==> src/rtl/tlc_frame_loader_if.sv <==
// rtl/tlc_frame_loader_if.sv - write/control/frame bus of tlc_frame_loader
//
// Groups every non-clock, non-reset signal of the frame loader.
//   master : writer side (drives wr_*, clear_req, commit_req, optional bright)
//   slave  : tlc_frame_loader side (drives wr_ready, busy, commit_done,
//            frame_count, data_register0..3)
// Optional feature macro: TLC_FRAME_LOADER_SCALE_EN adds bright[7:0].
interface tlc_frame_loader_if;
  logic         wr_valid;
  logic         wr_ready;
  logic [1:0]   wr_chip;
  logic [3:0]   wr_chan;
  logic [11:0]  wr_value;
  logic         clear_req;
  logic         commit_req;
  logic         busy;
  logic         commit_done;
  logic [15:0]  frame_count;
  logic [193:2] data_register0;
  logic [193:2] data_register1;
  logic [193:2] data_register2;
  logic [193:2] data_register3;
`ifdef TLC_FRAME_LOADER_SCALE_EN
  logic [7:0]   bright;
`endif

  modport master (
`ifdef TLC_FRAME_LOADER_SCALE_EN
    output bright,
`endif
    output wr_valid, wr_chip, wr_chan, wr_value, clear_req, commit_req,
    input  wr_ready, busy, commit_done, frame_count,
    input  data_register0, data_register1, data_register2, data_register3
  );

  modport slave (
`ifdef TLC_FRAME_LOADER_SCALE_EN
    input  bright,
`endif
    input  wr_valid, wr_chip, wr_chan, wr_value, clear_req, commit_req,
    output wr_ready, busy, commit_done, frame_count,
    output data_register0, data_register1, data_register2, data_register3
  );
endinterface

==> src/rtl/tlc_frame_loader.sv <==
// rtl/tlc_frame_loader.sv - double-buffered grayscale frame loader for four TLC5940 chains
//
// Ports:
//   clk  : single clock
//   rst  : synchronous active-high reset
//   bus  : tlc_frame_loader_if.slave
//          wr_valid/wr_ready/wr_chip/wr_chan/wr_value : channel write
//          clear_req  : fill back buffer with CLEAR_VALUE (64 cycles)
//          commit_req : copy back buffer to front buffer
//          busy, commit_done, frame_count            : status
//          data_register0..3                          : front buffer per chain
// Optional feature macro: TLC_FRAME_LOADER_SCALE_EN (brightness scaling,
// adds bus.bright and one write pipeline stage).
module tlc_frame_loader #(
  parameter logic [11:0] CLEAR_VALUE = 12'h000
) (
  input logic               clk,
  input logic               rst,
  tlc_frame_loader_if.slave bus
);

  typedef enum logic [1:0] {IDLE = 2'd0, CLEAR = 2'd1, COMMIT = 2'd2} state_t;

  state_t                 r_state;
  state_t                 w_state_nxt;
  logic                   r_commit_pend;
  logic                   w_commit_pend_nxt;
  logic [5:0]             r_clr_idx;
  logic [3:0][15:0][11:0] r_back;
  logic [3:0][15:0][11:0] r_front;
  logic                   r_commit_done;
  logic [15:0]            r_frame_count;

  logic                   w_wr_fire;
  logic                   w_pipe_busy;
  logic                   w_back_we;
  logic [1:0]             w_back_chip;
  logic [3:0]             w_back_chan;
  logic [11:0]            w_back_value;

  assign w_wr_fire = bus.wr_valid && bus.wr_ready;

`ifdef TLC_FRAME_LOADER_SCALE_EN
  // Scaling stage: value * (bright + 1) / 256, so bright = 255 is unity gain.
  logic [20:0] w_prod;
  logic        r_wp_valid;
  logic [1:0]  r_wp_chip;
  logic [3:0]  r_wp_chan;
  logic [11:0] r_wp_value;

  assign w_prod = {9'd0, bus.wr_value} * {12'd0, ({1'b0, bus.bright} + 9'd1)};

  always_ff @(posedge clk) begin
    if (rst) begin
      r_wp_valid <= 1'b0;
      r_wp_chip  <= 2'd0;
      r_wp_chan  <= 4'd0;
      r_wp_value <= 12'd0;
    end else begin
      r_wp_valid <= w_wr_fire;
      r_wp_chip  <= bus.wr_chip;
      r_wp_chan  <= bus.wr_chan;
      r_wp_value <= w_prod[19:8];
    end
  end

  assign w_pipe_busy  = r_wp_valid;
  assign w_back_we    = r_wp_valid;
  assign w_back_chip  = r_wp_chip;
  assign w_back_chan  = r_wp_chan;
  assign w_back_value = r_wp_value;
`else
  assign w_pipe_busy  = 1'b0;
  assign w_back_we    = w_wr_fire;
  assign w_back_chip  = bus.wr_chip;
  assign w_back_chan  = bus.wr_chan;
  assign w_back_value = bus.wr_value;
`endif

  always_ff @(posedge clk) begin
    if (rst) begin
      r_state       <= IDLE;
      r_commit_pend <= 1'b0;
    end else begin
      r_state       <= w_state_nxt;
      r_commit_pend <= w_commit_pend_nxt;
    end
  end

  // A commit that cannot run yet (write still in flight, or clear in
  // progress) is remembered and runs as soon as the blocker is gone.
  always_comb begin
    w_state_nxt       = r_state;
    w_commit_pend_nxt = r_commit_pend;
    case (r_state)
      IDLE: begin
        if (bus.clear_req) begin
          w_state_nxt       = CLEAR;
          w_commit_pend_nxt = r_commit_pend || bus.commit_req;
        end else if ((bus.commit_req || r_commit_pend) && !w_pipe_busy) begin
          w_state_nxt       = COMMIT;
          w_commit_pend_nxt = 1'b0;
        end else if (bus.commit_req) begin
          w_commit_pend_nxt = 1'b1;
        end
      end
      CLEAR: begin
        if (bus.commit_req) begin
          w_commit_pend_nxt = 1'b1;
        end
        if (r_clr_idx == 6'd63) begin
          if (r_commit_pend || bus.commit_req) begin
            w_state_nxt       = COMMIT;
            w_commit_pend_nxt = 1'b0;
          end else begin
            w_state_nxt = IDLE;
          end
        end
      end
      COMMIT:  w_state_nxt = IDLE;
      default: w_state_nxt = IDLE;
    endcase
  end

  // Clear writes come after the pipeline write in this block so that a
  // clear always wins over an older write landing on the same channel.
  always_ff @(posedge clk) begin
    if (rst) begin
      r_back        <= {64{CLEAR_VALUE}};
      r_front       <= {64{CLEAR_VALUE}};
      r_clr_idx     <= 6'd0;
      r_commit_done <= 1'b0;
      r_frame_count <= 16'd0;
    end else begin
      r_commit_done <= 1'b0;
      if (w_back_we) begin
        r_back[w_back_chip][w_back_chan] <= w_back_value;
      end
      if (r_state == CLEAR) begin
        r_back[r_clr_idx[5:4]][r_clr_idx[3:0]] <= CLEAR_VALUE;
        r_clr_idx <= r_clr_idx + 6'd1;
      end else begin
        r_clr_idx <= 6'd0;
      end
      if (r_state == COMMIT) begin
        r_front       <= r_back;
        r_commit_done <= 1'b1;
        r_frame_count <= r_frame_count + 16'd1;
      end
    end
  end

  assign bus.wr_ready = (r_state == IDLE) && !bus.clear_req && !bus.commit_req && !r_commit_pend;
  assign bus.busy           = (r_state != IDLE) || w_pipe_busy;
  assign bus.commit_done    = r_commit_done;
  assign bus.frame_count    = r_frame_count;
  assign bus.data_register0 = r_front[0];
  assign bus.data_register1 = r_front[1];
  assign bus.data_register2 = r_front[2];
  assign bus.data_register3 = r_front[3];

endmodule

==> src/flat_wrapper.sv <==
// flat-port wrapper written by rule: the top's interface ports become plain ports
module tlc_frame_loader_flat 
#(
  parameter logic [11:0] CLEAR_VALUE = 12'h000
)
  (clk, rst, bus_wr_valid, bus_wr_chip, bus_wr_chan, bus_wr_value, bus_clear_req, bus_commit_req, bus_wr_ready, bus_busy, bus_commit_done, bus_frame_count, bus_data_register0, bus_data_register1, bus_data_register2, bus_data_register3);
  tlc_frame_loader_if bus_i ();
  input logic clk;
  input logic rst;
  input wire logic [$bits(bus_i.wr_valid)-1:0] bus_wr_valid;
  input wire logic [$bits(bus_i.wr_chip)-1:0] bus_wr_chip;
  input wire logic [$bits(bus_i.wr_chan)-1:0] bus_wr_chan;
  input wire logic [$bits(bus_i.wr_value)-1:0] bus_wr_value;
  input wire logic [$bits(bus_i.clear_req)-1:0] bus_clear_req;
  input wire logic [$bits(bus_i.commit_req)-1:0] bus_commit_req;
  output wire logic [$bits(bus_i.wr_ready)-1:0] bus_wr_ready;
  output wire logic [$bits(bus_i.busy)-1:0] bus_busy;
  output wire logic [$bits(bus_i.commit_done)-1:0] bus_commit_done;
  output wire logic [$bits(bus_i.frame_count)-1:0] bus_frame_count;
  output wire logic [$bits(bus_i.data_register0)-1:0] bus_data_register0;
  output wire logic [$bits(bus_i.data_register1)-1:0] bus_data_register1;
  output wire logic [$bits(bus_i.data_register2)-1:0] bus_data_register2;
  output wire logic [$bits(bus_i.data_register3)-1:0] bus_data_register3;
  assign bus_i.wr_valid = bus_wr_valid;
  assign bus_i.wr_chip = bus_wr_chip;
  assign bus_i.wr_chan = bus_wr_chan;
  assign bus_i.wr_value = bus_wr_value;
  assign bus_i.clear_req = bus_clear_req;
  assign bus_i.commit_req = bus_commit_req;
  assign bus_wr_ready = bus_i.wr_ready;
  assign bus_busy = bus_i.busy;
  assign bus_commit_done = bus_i.commit_done;
  assign bus_frame_count = bus_i.frame_count;
  assign bus_data_register0 = bus_i.data_register0;
  assign bus_data_register1 = bus_i.data_register1;
  assign bus_data_register2 = bus_i.data_register2;
  assign bus_data_register3 = bus_i.data_register3;
  tlc_frame_loader #(.CLEAR_VALUE(CLEAR_VALUE)) u_core (.clk(clk), .rst(rst), .bus(bus_i));
endmodule
==> config.mk <==
export PLATFORM = sky130hd
export DESIGN_NAME = tlc_frame_loader_flat
export DESIGN_NICKNAME = d
export VERILOG_FILES = /design/src/rtl/tlc_frame_loader_if.sv /design/src/rtl/tlc_frame_loader.sv /design/src/flat_wrapper.sv
export SDC_FILE = /design/constraint.sdc
export NUM_CORES = 2
export LEC_CHECK = 0
export ABC_AREA = 1
export CAP_MARGIN = 40
export CORE_ASPECT_RATIO = 1.75
export CORE_MARGIN = 8
export CORE_UTILIZATION = 50
export DETAILED_ROUTE_END_ITERATION = 8
export PLACE_DENSITY_LB_ADDON = 0.15
export SKIP_CTS_REPAIR_TIMING = 1
export SLEW_MARGIN = 0
export SYNTH_ARGS = -nofsm -noshare
export SYNTH_HDL_FRONTEND = slang
export SYNTH_SLANG_ARGS = --single-unit
==> constraint.sdc <==
create_clock -name clk -period 3.7 [get_ports clk]
set_input_delay 1.11 -clock clk [delete_from_list [all_inputs] [get_ports clk]]
set_output_delay 1.11 -clock clk [all_outputs]
set_load 0.005 [all_outputs]
==> impl_metrics.ini <==
[power_and_ir_drop]
seq_power_share = 0.480
total_power_per_unit_cell_area_mw_per_mm2 = 484.6
power.static_leakage_nw = 33.59
combPwrFrac = 0.122
clock_power_share = 0.398
total_power_mw = 37.94
vdd_ir_drop_max_mv = 0.4529
net-switching-power_mw = 9.622
internal-power_mw = 28.32
netSwitchingFraction = 0.2536

[setup_path]
setup.worst_path.end_class = output port
timing.critical_path.arrival_ns = 2.47
timing.critical_path.from_type = input pin
critical_path.startpoint = bus_commit_req
cp-endpoint = bus_wr_ready
r2r_slack_ns = 1.15
critPathMaxFanout = 2
worstSetupPathType = input pin to output port
reg2reg_capture_point = u_core.bus.data_register0[154]$_SDFFE_PP0P_
worstReg2RegStart = u_core.r_state[1]$_SDFFE_PP0P_
r2r.worst_path.cells = 5
worst-endpoint-required_ns = 2.59

[routing]
dr_total_vias = 58290
drt_drc_violations_left = 0
drt-wirelength-per-cell_um = 19.93
drt_wl_total_mm = 220.3
final_antenna_net_count = 0
route.detailed.vias_per_inst = 5.273
dr.first_iter.drc_count = 4730
first_pass_iters = 8

[die]
chipWidth_um = 283.2
floorplan.die_area_mm2 = 0.1369
rows = 171
pin_count = 810
die_height_um = 483.5
core_area_mm2 = 0.1241
initial_core_util = 0.5032

[yosys]
synthesis.nets = 8732
post_synth_instance_area_mm2 = 0.06245
synth_ff_type = sky130_fd_sc_hd__dfxtp_1
number_of_storage_elements_in_the_synthesis_netlist = 1562
netlist-cell-type-count = 28
synth_warnings = 0
ys_async_sr_fraction = 0
synthesis.instances = 8704
count_of_flip_flops_with_a_built_in_enable_after_synthesis = 0
synth_area_per_cell_um2 = 7.175
ys_seq_area_frac = 0.5007

[cts]
tritoncts_num_sinks = 1562
worst_setup_hold_path_clk_slew_ns = 0.06
cts.path.max_buffers = 3
cts_tree = yes
cts.root.buffer_cell = sky130_fd_sc_hd__clkbuf_16
numCtsBuffers = 140
h_tree_levels = 4
clock_insertion_delay_worst_skew_ns = 0.77

[timing]
setup_viol_count_final = 0
relSlewSlack = 0.3814
final-hold-violation-count = 0
skew_ns = 0.02622
max_slew.worst_pin.slew_ns = 0.9246
timing.final.max_slew_violations = 0
rsz_0062_raised_after_global_routing = no
timing.setup.tns_ns = 0
fmax_mhz = 279.0
fin_crit_sh = 0.9689
final_period_minus_worst_setup_slack_ns = 3.585

[placed_design]
io_buffers = 809
dpl.hpwl_mm = 151.9
globalplace.congestion = 0.8656

[global_routing]
grt_max_degree = 171
grt_antenna_before_repair = 5
globalRouteOverflowTotal = 0
globalRouteTotalUtil = 0.3047
number_of_global_route_vias_before_repair = 54000
global_route_wire_length_before_repair_mm = 329.6

[worst_hold_path]
class_of_the_tightest_hold_or_removal_check = flop to flop

[finish]
num-nets-final = 9339
syn2layout_area_growth_pct = 25.36
fillers = 11020
post_route_cells_drive_above_1_share = 0.06770

[flow_run]
cap_violations = 0

[outcome]
status = complete, no violations
-- metrics by stage --
stage	setup WS [ns]	util	instance area [um2]	hold slack, ns	cells
final	0.1152	0.6309	78290	0.4415	11060
after global routing	0.02591	0.6308	78280	0.4626	11050
after CTS	0.06021	0.6308	78280	0.4308	11050
after detailed placement	0.06114	0.5928	73560	0.4410	10810
after global placement	0.1098	0.5892	73120	0.4347	10760
after floorplan	0.9688	-	62450	0.4297	8704
-- flip-flops by register name, summed over array words and instances, names as in the netlist --
| register | count |
|---|---|
| u_core.r_clr_idx | 6 |
| u_core.bus.data_register3 | 192 |
| u_core.bus.data_register1 | 192 |
| u_core.r_state | 2 |
| u_core.bus.frame_count | 16 |
| u_core.r_commit_pend | 1 |
| u_core.r_back | 768 |
| u_core.bus.commit_done | 1 |
| u_core.bus.data_register0 | 192 |
| u_core.bus.data_register2 | 192 |
-- how the worst min path moves through the flow --
stage / startpoint / end / slack [ns] / cells after the start
2_1_floorplan: u_core.r_back[98]$_SDFF_PP0_ / u_core.bus.data_register0[100]$_SDFFE_PP0P_ / 0.43 / 2
3_3_place_gp: u_core.r_back[17]$_SDFF_PP0_ / u_core.bus.data_register0[19]$_SDFFE_PP0P_ / 0.43 / 2
3_5_place_dp: u_core.r_back[361]$_SDFF_PP0_ / u_core.bus.data_register1[171]$_SDFFE_PP0P_ / 0.44 / 2
4_1_cts: u_core.r_back[42]$_SDFF_PP0_ / u_core.bus.data_register0[44]$_SDFFE_PP0P_ / 0.43 / 2
5_1_grt: u_core.r_back[73]$_SDFF_PP0_ / u_core.bus.data_register0[75]$_SDFFE_PP0P_ / 0.46 / 2
6_report: u_core.r_back[42]$_SDFF_PP0_ / u_core.bus.data_register0[44]$_SDFFE_PP0P_ / 0.44 / 2
-- cells in the mapped netlist (9+ instances only) --
library cell | count | area (um2)
sky130_fd_sc_hd__a21oi_1 | 839 | 4199
sky130_fd_sc_hd__buf_1 | 19 | 71.32
sky130_fd_sc_hd__nor2_1 | 897 | 3367
sky130_fd_sc_hd__inv_1 | 1505 | 5649
sky130_fd_sc_hd__nor2_2 | 15 | 93.84
sky130_fd_sc_hd__buf_2 | 226 | 1131
sky130_fd_sc_hd__o21ai_0 | 779 | 3899
sky130_fd_sc_hd__clkbuf_1 | 459 | 1723
sky130_fd_sc_hd__dfxtp_1 | 1562 | 31270
sky130_fd_sc_hd__nand2_1 | 1587 | 5957
sky130_fd_sc_hd__nand4_1 | 700 | 4379
sky130_fd_sc_hd__nand3_1 | 70 | 350.3
sky130_fd_sc_hd__inv_2 | 9 | 33.78
-- cells in the final DEF (no fill, tap or decap), types with 4 or more instances in the layout --
cell type,n
sky130_fd_sc_hd__buf_4,282
sky130_fd_sc_hd__nor2_4,19
sky130_fd_sc_hd__clkbuf_1,26
sky130_fd_sc_hd__buf_12,81
sky130_fd_sc_hd__nand3_1,70
sky130_fd_sc_hd__nor3_1,5
sky130_fd_sc_hd__dfxtp_1,1562
sky130_fd_sc_hd__inv_2,6
sky130_fd_sc_hd__buf_6,5
sky130_fd_sc_hd__clkbuf_16,149
sky130_fd_sc_hd__clkdlybuf4s50_1,808
sky130_fd_sc_hd__nor2_2,4
sky130_fd_sc_hd__clkinvlp_4,4
sky130_fd_sc_hd__o21ai_0,779
sky130_fd_sc_hd__nand4_1,700
sky130_fd_sc_hd__clkinv_8,4
sky130_fd_sc_hd__nand2_1,1587
sky130_fd_sc_hd__inv_1,1492
sky130_fd_sc_hd__clkinv_2,28
sky130_fd_sc_hd__diode_2,4
sky130_fd_sc_hd__nand4_2,6
sky130_fd_sc_hd__bufinv_16,9
sky130_fd_sc_hd__ha_1,5
sky130_fd_sc_hd__clkbuf_8,32
sky130_fd_sc_hd__nor2_1,890
sky130_fd_sc_hd__a21oi_1,838
-- routing by layer --
layer	wire [um]	up-vias	GRT usage
li1	-	28500	-
met1	92260	26910	0.3956
met4	8405	2	0.1180
met3	20940	422	0.07724
met5	7	-	0
met2	98700	2462	0.4852
-- power by group through the flow --
| stage | clock network, mW | registers [mW] | logic [mW] |
|---|---|---|---|
| after detailed placement | 0 | 18.5 | 4.59 |
| after CTS | 15.3 | 18.2 | 4.63 |
| after global routing | 15.9 | 18.3 | 4.98 |
| after floorplan | 0 | 18.4 | 1.82 |
| after global placement | 0 | 18.5 | 4.53 |
| final | 15.1 | 18.2 | 4.62 |
-- layout make-up --
cell class / instances / area (um2) / share of cell area
clock buffers: 207 / 4267 / 0.05450
multi-input cells: 4916 / 22620 / 0.2889
repair buffers: 1177 / 11900 / 0.1520
well taps: 1643 / 2056 / 0.02626
flip-flops and latches: 1562 / 31270 / 0.3994
inverters: 1514 / 5720 / 0.07307
diodes: 4 / 10.01 / 0.0001279
clock inverters: 33 / 445.4 / 0.005690
-- cells by family after synthesis --
logic type                 count (synthesis)  share of synthesized area
and+or+nand+nor                         3287                     0.2291
buffers and inverters                   2226                     0.1388
AOI/OAI and AO/OA                       1622                     0.1301
DFF                                     1562                     0.5007
adders and majority gates                  5                   0.001002
xor gates and xnor gates                   2                  0.0002806
-- critical path, stage by stage --
cell and delay (ns):
sky130_fd_sc_hd__clkdlybuf4s50_1 0.46, sky130_fd_sc_hd__nor2_1 0.15, sky130_fd_sc_hd__inv_1 0.09, sky130_fd_sc_hd__nor2_2 0.15
sky130_fd_sc_hd__clkdlybuf4s50_1 0.52
No activity file was read; power rests on OpenSTA's default activity.
